`src/rtl/instruction_fetch.sv`:
```
// instruction_fetch: owns the program counter and drives the combinational
// instruction memory. Each fetched {pc, instruction} pair goes into a small
// FIFO, and decode drains that FIFO over a valid/ready handshake.
// A redirect reloads the PC and flushes the FIFO.
// The optional performance counters are built only when FETCH_PERF_EN is defined.
module instruction_fetch #(
  parameter int unsigned IMEM_BYTES = 32,
  parameter int unsigned DEPTH      = 2,
  parameter logic [31:0] RESET_PC   = 32'h0000_0000
) (
  input  logic        clk,
  input  logic        reset,
  output logic [31:0] pc_out,
  input  logic [31:0] instr_in,
  input  logic        stall_fetch,
  input  logic        redirect_valid,
  input  logic [31:0] redirect_pc,
  output logic        if_valid,
  output logic [31:0] if_pc,
  output logic [31:0] if_instr,
  input  logic        id_ready
`ifdef FETCH_PERF_EN
  ,
  output logic [31:0] perf_fetched,
  output logic [31:0] perf_stall,
  output logic [15:0] perf_flush
`endif
);

  localparam int PW = $clog2(DEPTH);
  localparam int CW = PW + 1;
  localparam logic [31:0] PC_MASK    = 32'(IMEM_BYTES - 1);
  localparam logic [CW-1:0] FULL_COUNT = CW'(DEPTH);

  typedef enum logic {FETCH, HOLD} fetch_state_t;

  logic [31:0]   pc;
  logic [CW-1:0] count;
  logic [PW-1:0] rd_ptr;
  logic [PW-1:0] wr_ptr;
  logic [31:0]   pc_mem    [DEPTH];
  logic [31:0]   instr_mem [DEPTH];
  logic          pop;
  logic          push;
  fetch_state_t  state;

  assign pc_out   = pc;
  assign if_valid = (count != '0);
  assign pop      = if_valid && id_ready;
  assign if_pc    = if_valid ? pc_mem[rd_ptr]    : 32'd0;
  assign if_instr = if_valid ? instr_mem[rd_ptr] : 32'd0;

  // HOLD is decoded from count/stall (no state register); a redirect forces FETCH with no push
  always_comb begin
    push  = 1'b0;
    state = FETCH;
    if (!redirect_valid) begin
      if (!stall_fetch && ((count < FULL_COUNT) || pop)) begin
        push = 1'b1;
      end else begin
        state = HOLD;
      end
    end
  end

  // PC, pointers and occupancy; a redirect wins and discards every entry not popped this cycle
  always_ff @(posedge clk or negedge reset) begin
    if (!reset) begin
      pc     <= RESET_PC;
      count  <= '0;
      rd_ptr <= '0;
      wr_ptr <= '0;
    end else if (redirect_valid) begin
      pc     <= redirect_pc & 32'hFFFF_FFFC & PC_MASK;
      count  <= '0;
      rd_ptr <= '0;
      wr_ptr <= '0;
    end else begin
      if (state == FETCH) begin
        pc     <= (pc + 32'd4) & PC_MASK;
        wr_ptr <= wr_ptr + PW'(1);
      end
      if (pop) begin
        rd_ptr <= rd_ptr + PW'(1);
      end
      if (push && !pop) begin
        count <= count + CW'(1);
      end else if (pop && !push) begin
        count <= count - CW'(1);
      end
    end
  end

  // FIFO storage has no reset; the outputs are masked to zero whenever the FIFO is empty
  always_ff @(posedge clk) begin
    if (push) begin
      pc_mem[wr_ptr]    <= pc;
      instr_mem[wr_ptr] <= instr_in;
    end
  end

`ifdef FETCH_PERF_EN
  // Saturating event counters for fetches, blocked fetch cycles and flushes
  always_ff @(posedge clk or negedge reset) begin
    if (!reset) begin
      perf_fetched <= '0;
      perf_stall   <= '0;
      perf_flush   <= '0;
    end else begin
      if (push && (perf_fetched != '1)) begin
        perf_fetched <= perf_fetched + 32'd1;
      end
      if ((state == HOLD) && (perf_stall != '1)) begin
        perf_stall <= perf_stall + 32'd1;
      end
      if (redirect_valid && (perf_flush != '1)) begin
        perf_flush <= perf_flush + 16'd1;
      end
    end
  end
`endif

endmodule

```
`config.mk`:
```
export PLATFORM = sky130hd
export DESIGN_NAME = instruction_fetch
export DESIGN_NICKNAME = d
export VERILOG_FILES = /design/src/rtl/instruction_fetch.sv
export SDC_FILE = /design/constraint.sdc
export NUM_CORES = 1
export LEC_CHECK = 0
export CORE_UTILIZATION = 37
export DETAILED_ROUTE_END_ITERATION = 10
export PLACE_DENSITY = 0.77
export SETUP_SLACK_MARGIN = 0.05
export SLEW_MARGIN = 25
export SYNTH_ARGS = -nofsm -noshare
export SYNTH_HDL_FRONTEND = slang
export SYNTH_SLANG_ARGS = --single-unit
```
`constraint.sdc`:
```
create_clock -name clk -period 5.2 [get_ports clk]
set_clock_uncertainty 0.15 [all_clocks]
set_input_delay 1.04 -clock clk [delete_from_list [all_inputs] [get_ports clk]]
set_output_delay 1.04 -clock clk [all_outputs]
set_load 0.01 [all_outputs]
```
Word level (Yosys, flattened, before mapping) --
Memory sizes are Yosys's and may differ from the RTL's. Index checks and enable logic that the tools add are counted.
Storage, ports and cells: input port bits 69, bits in writable memories 128, output and inout bits 97, flip-flop bits (word level) 36, word-level logic and storage cells 41, memories 2
Operators by class: multiplexer cells 17, equality and inequality tests 1, add/sub/neg operators 5, magnitude comparators 1, reductions and logical operators 11
Memory list:
- instr_mem | depth 2, width 32, rd ports 1, clocked after memory_dff 0, wr ports 1, RTL line 42 | logic [31:0] instr_mem [DEPTH];
- pc_mem | depth 2, width 32, rd ports 1, clocked after memory_dff 0, wr ports 1, RTL line 41 | logic [31:0] pc_mem [DEPTH];
Operators with widths (number):
- 32-bit two-way mux | 4
- 1-bit two-way mux | 10
- 2-bit two-way mux | 3
- 5-bit by 3-bit adder with 5-bit output, second input constant | 1
- 1-bit logical AND | 4
- 2-bit nonzero test | 2
- 1-bit zero test | 3
- 3-bit nonzero test | 1
- 1-bit adder, second input constant | 2
- 2-bit by 1-bit adder with 2-bit output, second input constant | 1
- 2-bit less-than comparator, second input constant | 1
- 2-bit != test, second input constant | 1
- 2-bit by 1-bit subtractor with 2-bit output, second input constant | 1
- 1-bit logical OR | 1

Longest topological paths before layout --
depth in word-level cells 11, gate-level depth with buffers 5

Least setup slack after synthesis --
OpenSTA, ideal clock, no wires.
path type input -> register, from in redirect_valid, to mem instr_mem[1][0], enable pin, setup slack -0.438 ns, required time 4.523 ns, arrival 4.960 ns, stages 2, setup time 0.527 ns, cells stage by stage buf_1 nor4b_1
On the way: cells in the longest elaborated chain, start to end 3
Ends and longest elaborated chain:
- start, declared | RTL line 16 | input logic redirect_valid,
- 1-bit two-way mux | RTL line 57 | if (!redirect_valid) begin
- 1-bit two-way mux | RTL line 96 | if (push) begin
- 1-bit two-way mux (not written as such) | RTL line 98 | instr_mem[wr_ptr] <= instr_in;
- end, declared | RTL line 42
Every way passes these cells.

Worst setup path in the final report --
from reg count[1], to out if_pc[4]
On the way: cells in the longest elaborated chain, start to end 2
Ends and longest elaborated chain:
- start, declared | RTL line 38 | logic [CW-1:0] count;
- start signal, assigned | RTL line 87 | count <= count + CW'(1);
- start signal, assigned | RTL line 89 | count <= count - CW'(1);
- 2-bit nonzero test | RTL line 48 | assign if_valid = (count != '0);
- 32-bit two-way mux | RTL line 50 | assign if_pc = if_valid ? pc_mem[rd_ptr] : 32'd0;
- end, declared | RTL line 19 | output logic [31:0] if_pc,
Every way passes these cells.

==> impl_metrics.py <==
metrics = {
    "clock_tree": {
        "cts.htree.levels": 3,
        "post_cts.resized_instances": 0,
        "cts_num_sinks": 77,
        "cts_setup_buffers": 0,
        "cts_made_buffers": 9,
        "cts.clk_slew.worst_paths_ns": 0.08,
        "cts.path.max_buffers": 2,
        "worstSkewPairLatency_ns": 0.34,
        "postCtsHoldBufs": 0,
        "clock_tree_from_tritoncts": "yes",
        "clk_root_buffer_cell": "sky130_fd_sc_hd__clkbuf_8",
    },
    "logic_synthesis": {
        "synth.distinct_cells": 28,
        "synth-warning-count": 0,
        "mappedNetlistArea_um2": 3480,
        "postSynth.asyncResetShare_pct": 9.09,
        "synth_area_per_cell_um2": 13.7,
        "dominantRegCellSynth": "sky130_fd_sc_hd__edfxtp_1",
        "synthesized_flop_and_latch_total": 77,
        "synth-edff-count": 70,
        "synthesis.instances": 254,
        "synth_seq_area_share_pct": 65.4,
    },
    "setup_path": {
        "path_max_fanout": 36,
        "worst_path_max_delay_cell": "sky130_fd_sc_hd__nor2_4",
        "setup.worst_path.start_class": "register",
        "timing.critical_path.cells": "nor2_4 > nor2_1 > clkdlybuf4s50_1",
        "cp.arrival_ns": 2.24,
        "worst-setup-path-type": "register to primary output",
        "critical_path_required_ns": 4.01,
        "setup.worst_path.end_class": "primary output",
        "cpPeakStageDelay_ns": 0.72,
    },
    "detailed_routing": {
        "drtPass1Iterations": 6,
        "detail_route.drc_violations": 0,
        "final_antenna_net_count": 0,
        "drt-wirelength-per-cell_um": 13.2,
        "detailroute.via_count": 2006,
        "detail_route.vias_per_cell": 4.44,
        "route.final.wire_length_mm": 5.98,
        "detail_route.iter0.violations": 107,
    },
    "global_route": {
        "wire_length_of_the_first_global_routing_pass_mm": 9.32,
        "grt_max_degree": 37,
        "grt_antenna_before_repair": 0,
        "grt_overflow": 0,
        "number_of_global_route_vias_before_repair": 1932,
        "global_route.usage.total_pct": 12.8,
    },
    "power_and_ir_drop": {
        "switchingPower_uw": 350,
        "power.share.switching_pct": 23.5,
        "seq_power_share_pct": 48.5,
        "power_report.internal_total_mw": 1.14,
        "power_density_over_the_cells_nw_per_um2": 333,
        "totalPowerFinal_mw": 1.49,
        "clock_power_share_pct": 36.9,
        "power_leakage_nw": 1.61,
        "irDropWorstVdd_v": 0.000151,
        "comb_power_share_pct": 14.6,
    },
    "timing": {
        "final_min_period_over_clock_period_pct": 65.9,
        "grt_setup_unrepaired": "no",
        "worstMarginPinSlew_ns": 0.906,
        "clock_period_minus_worst_slack_ns": 3.43,
        "fin_tns_setup_ns": 0,
        "slew_viol_final": 0,
        "fmaxAchievable_ghz": 0.292,
        "setup_violations": 0,
        "worst_slew_margin_rel_pct": 39.4,
        "finalHoldViolations": 0,
    },
    "floorplan": {
        "die_width_um": 99.0,
        "die-area_um2": 9800,
        "core.rowCount": 35,
        "design.core.area_um2": 9150,
        "initial_core_util_pct": 38.0,
        "ios": 166,
        "die_h_um": 99.0,
    },
    "finish": {
        "post_route_cells_drive_above_1_share_pct": 7.62,
        "diodes": 0,
        "nFillCells": 798,
        "final_cell_area_um2": 4460,
        "commonest_non_fill_non_tap_cells_in_the_layout": "78 x sky130_fd_sc_hd__clkdlybuf4s50_1, 70 x sky130_fd_sc_hd__edfxtp_1, 58 x sky130_fd_sc_hd__conb_1, 40 x sky130_fd_sc_hd__nor2_1, 35 x sky130_fd_sc_hd__mux2i_1",
        "nets": 406,
        "area_added_between_synthesis_and_finish_pct": 28.2,
        "layout.cells.most_common": "sky130_fd_sc_hd__clkdlybuf4s50_1",
    },
    "run": {
        "maxCapViolations": 0,
    },
    "placed_design": {
        "io_buffer_count": 78,
        "placement.cell_area_um2": 4200,
        "post_dp_hpwl_mm": 3.94,
        "place.gp.congestion": 0.729,
    },
    "worst_hold_path": {
        "hold_path.class": "register to register",
    },
    "outcome": {
        "run_status": "finished, final reports clean",
    },
}
-- stage by stage --
stage          setup slack [ns]  utilization [%]  instances  hold WS (ns)
2_1_floorplan              1.31                -        311         0.357
3_3_place_gp               1.53             45.7        433         0.372
3_5_place_dp               1.45             45.9        434         0.373
4_1_cts                    1.70             48.6        450         0.405
5_1_grt                    1.57             48.7        452         0.421
6_report                   1.77             48.7        452         0.395
-- synth_stat cells, types with 2 or more instances --
cell type,number,area share (%)
sky130_fd_sc_hd__o21ai_1,5,0.72
sky130_fd_sc_hd__buf_6,2,0.65
sky130_fd_sc_hd__or3_1,3,0.54
sky130_fd_sc_hd__nand3_1,2,0.29
sky130_fd_sc_hd__inv_1,2,0.22
sky130_fd_sc_hd__buf_4,58,13
sky130_fd_sc_hd__buf_2,7,1.0
sky130_fd_sc_hd__nand2_1,4,0.43
sky130_fd_sc_hd__mux2i_1,35,10
sky130_fd_sc_hd__a21oi_1,2,0.29
sky130_fd_sc_hd__edfxtp_1,70,60
sky130_fd_sc_hd__dfrtp_1,7,5.0
sky130_fd_sc_hd__buf_1,2,0.22
sky130_fd_sc_hd__nor2_1,41,4.4
-- state kept, by name, indices dropped and copies added (netlist names) --
signal and count:
instr_mem 64, count 2, wr_ptr 1, rd_ptr 1
pc_out 3, pc_mem 6
-- per-layer routing --
layer,track usage [%],vias up,routed length [um]
li1,-,940,-
met1,13.5,959,2410
met2,22.6,98,3080
met3,4.11,9,391
met4,6.54,0,96
met5,0,-,0
-- critical path, delay by kind of cell, from the launching register on --
| family | cells | cell delay, ns |
|---|---|---|
| buffers and inverters | 1 | 0.53 |
| AND/OR/NAND/NOR | 2 | 0.87 |
| flip-flops | 1 | 0.48 |
-- power groups by stage --
stage	Combinational, mW	Sequential, mW	Clock [mW]
after detailed placement	0.218	0.736	0
after CTS	0.219	0.722	0.559
after global placement	0.203	0.742	0
after floorplan	0.145	0.727	0
after global routing	0.236	0.724	0.584
final	0.217	0.721	0.548
-- layout make-up --
type | instances | area (um^2) | area share (%)
timing repair buffer | 83 | 843 | 18.9
inverter | 3 | 11.3 | 0.253
multi-input combinational | 162 | 942 | 21.1
clock buffer | 9 | 124 | 2.78
clock inverter | 7 | 121 | 2.72
tap | 111 | 139 | 3.11
sequential | 77 | 2280 | 51.1
-- worst paths after layout --
path / from / endpoint / slack, ns / depth (start not counted)
max: count[1] / if_pc[4] / 1.77 / 3
min: pc_out[3] / pc_mem[1][3] / 0.39 / 0
max reg2reg: count[1] / pc_mem[0][4] / 3.29 / 3
min reg2reg: pc_out[3] / pc_mem[1][3] / 0.39 / 0
max in group asynchronous: reset / rd_ptr / 3.80 / 1
min in group asynchronous: reset / count[0] / 0.81 / 1
-- kinds of logic (layout without fill, tap and decap cells) --
group	Yosys count	count (layout)	synth area share [%]
flip-flops	77	77	65.4
AND/OR/NAND/NOR	55	55	6.90
multiplexers	35	35	10.1
other	1	58	0.108
XOR/XNOR	1	1	0.252
AO/OA/AOI/OAI	12	12	2.16
buffers and inverters	72	102	14.7
adder cells (fa/ha/maj)	1	1	0.360
Power figures use the tool's default switching activity.
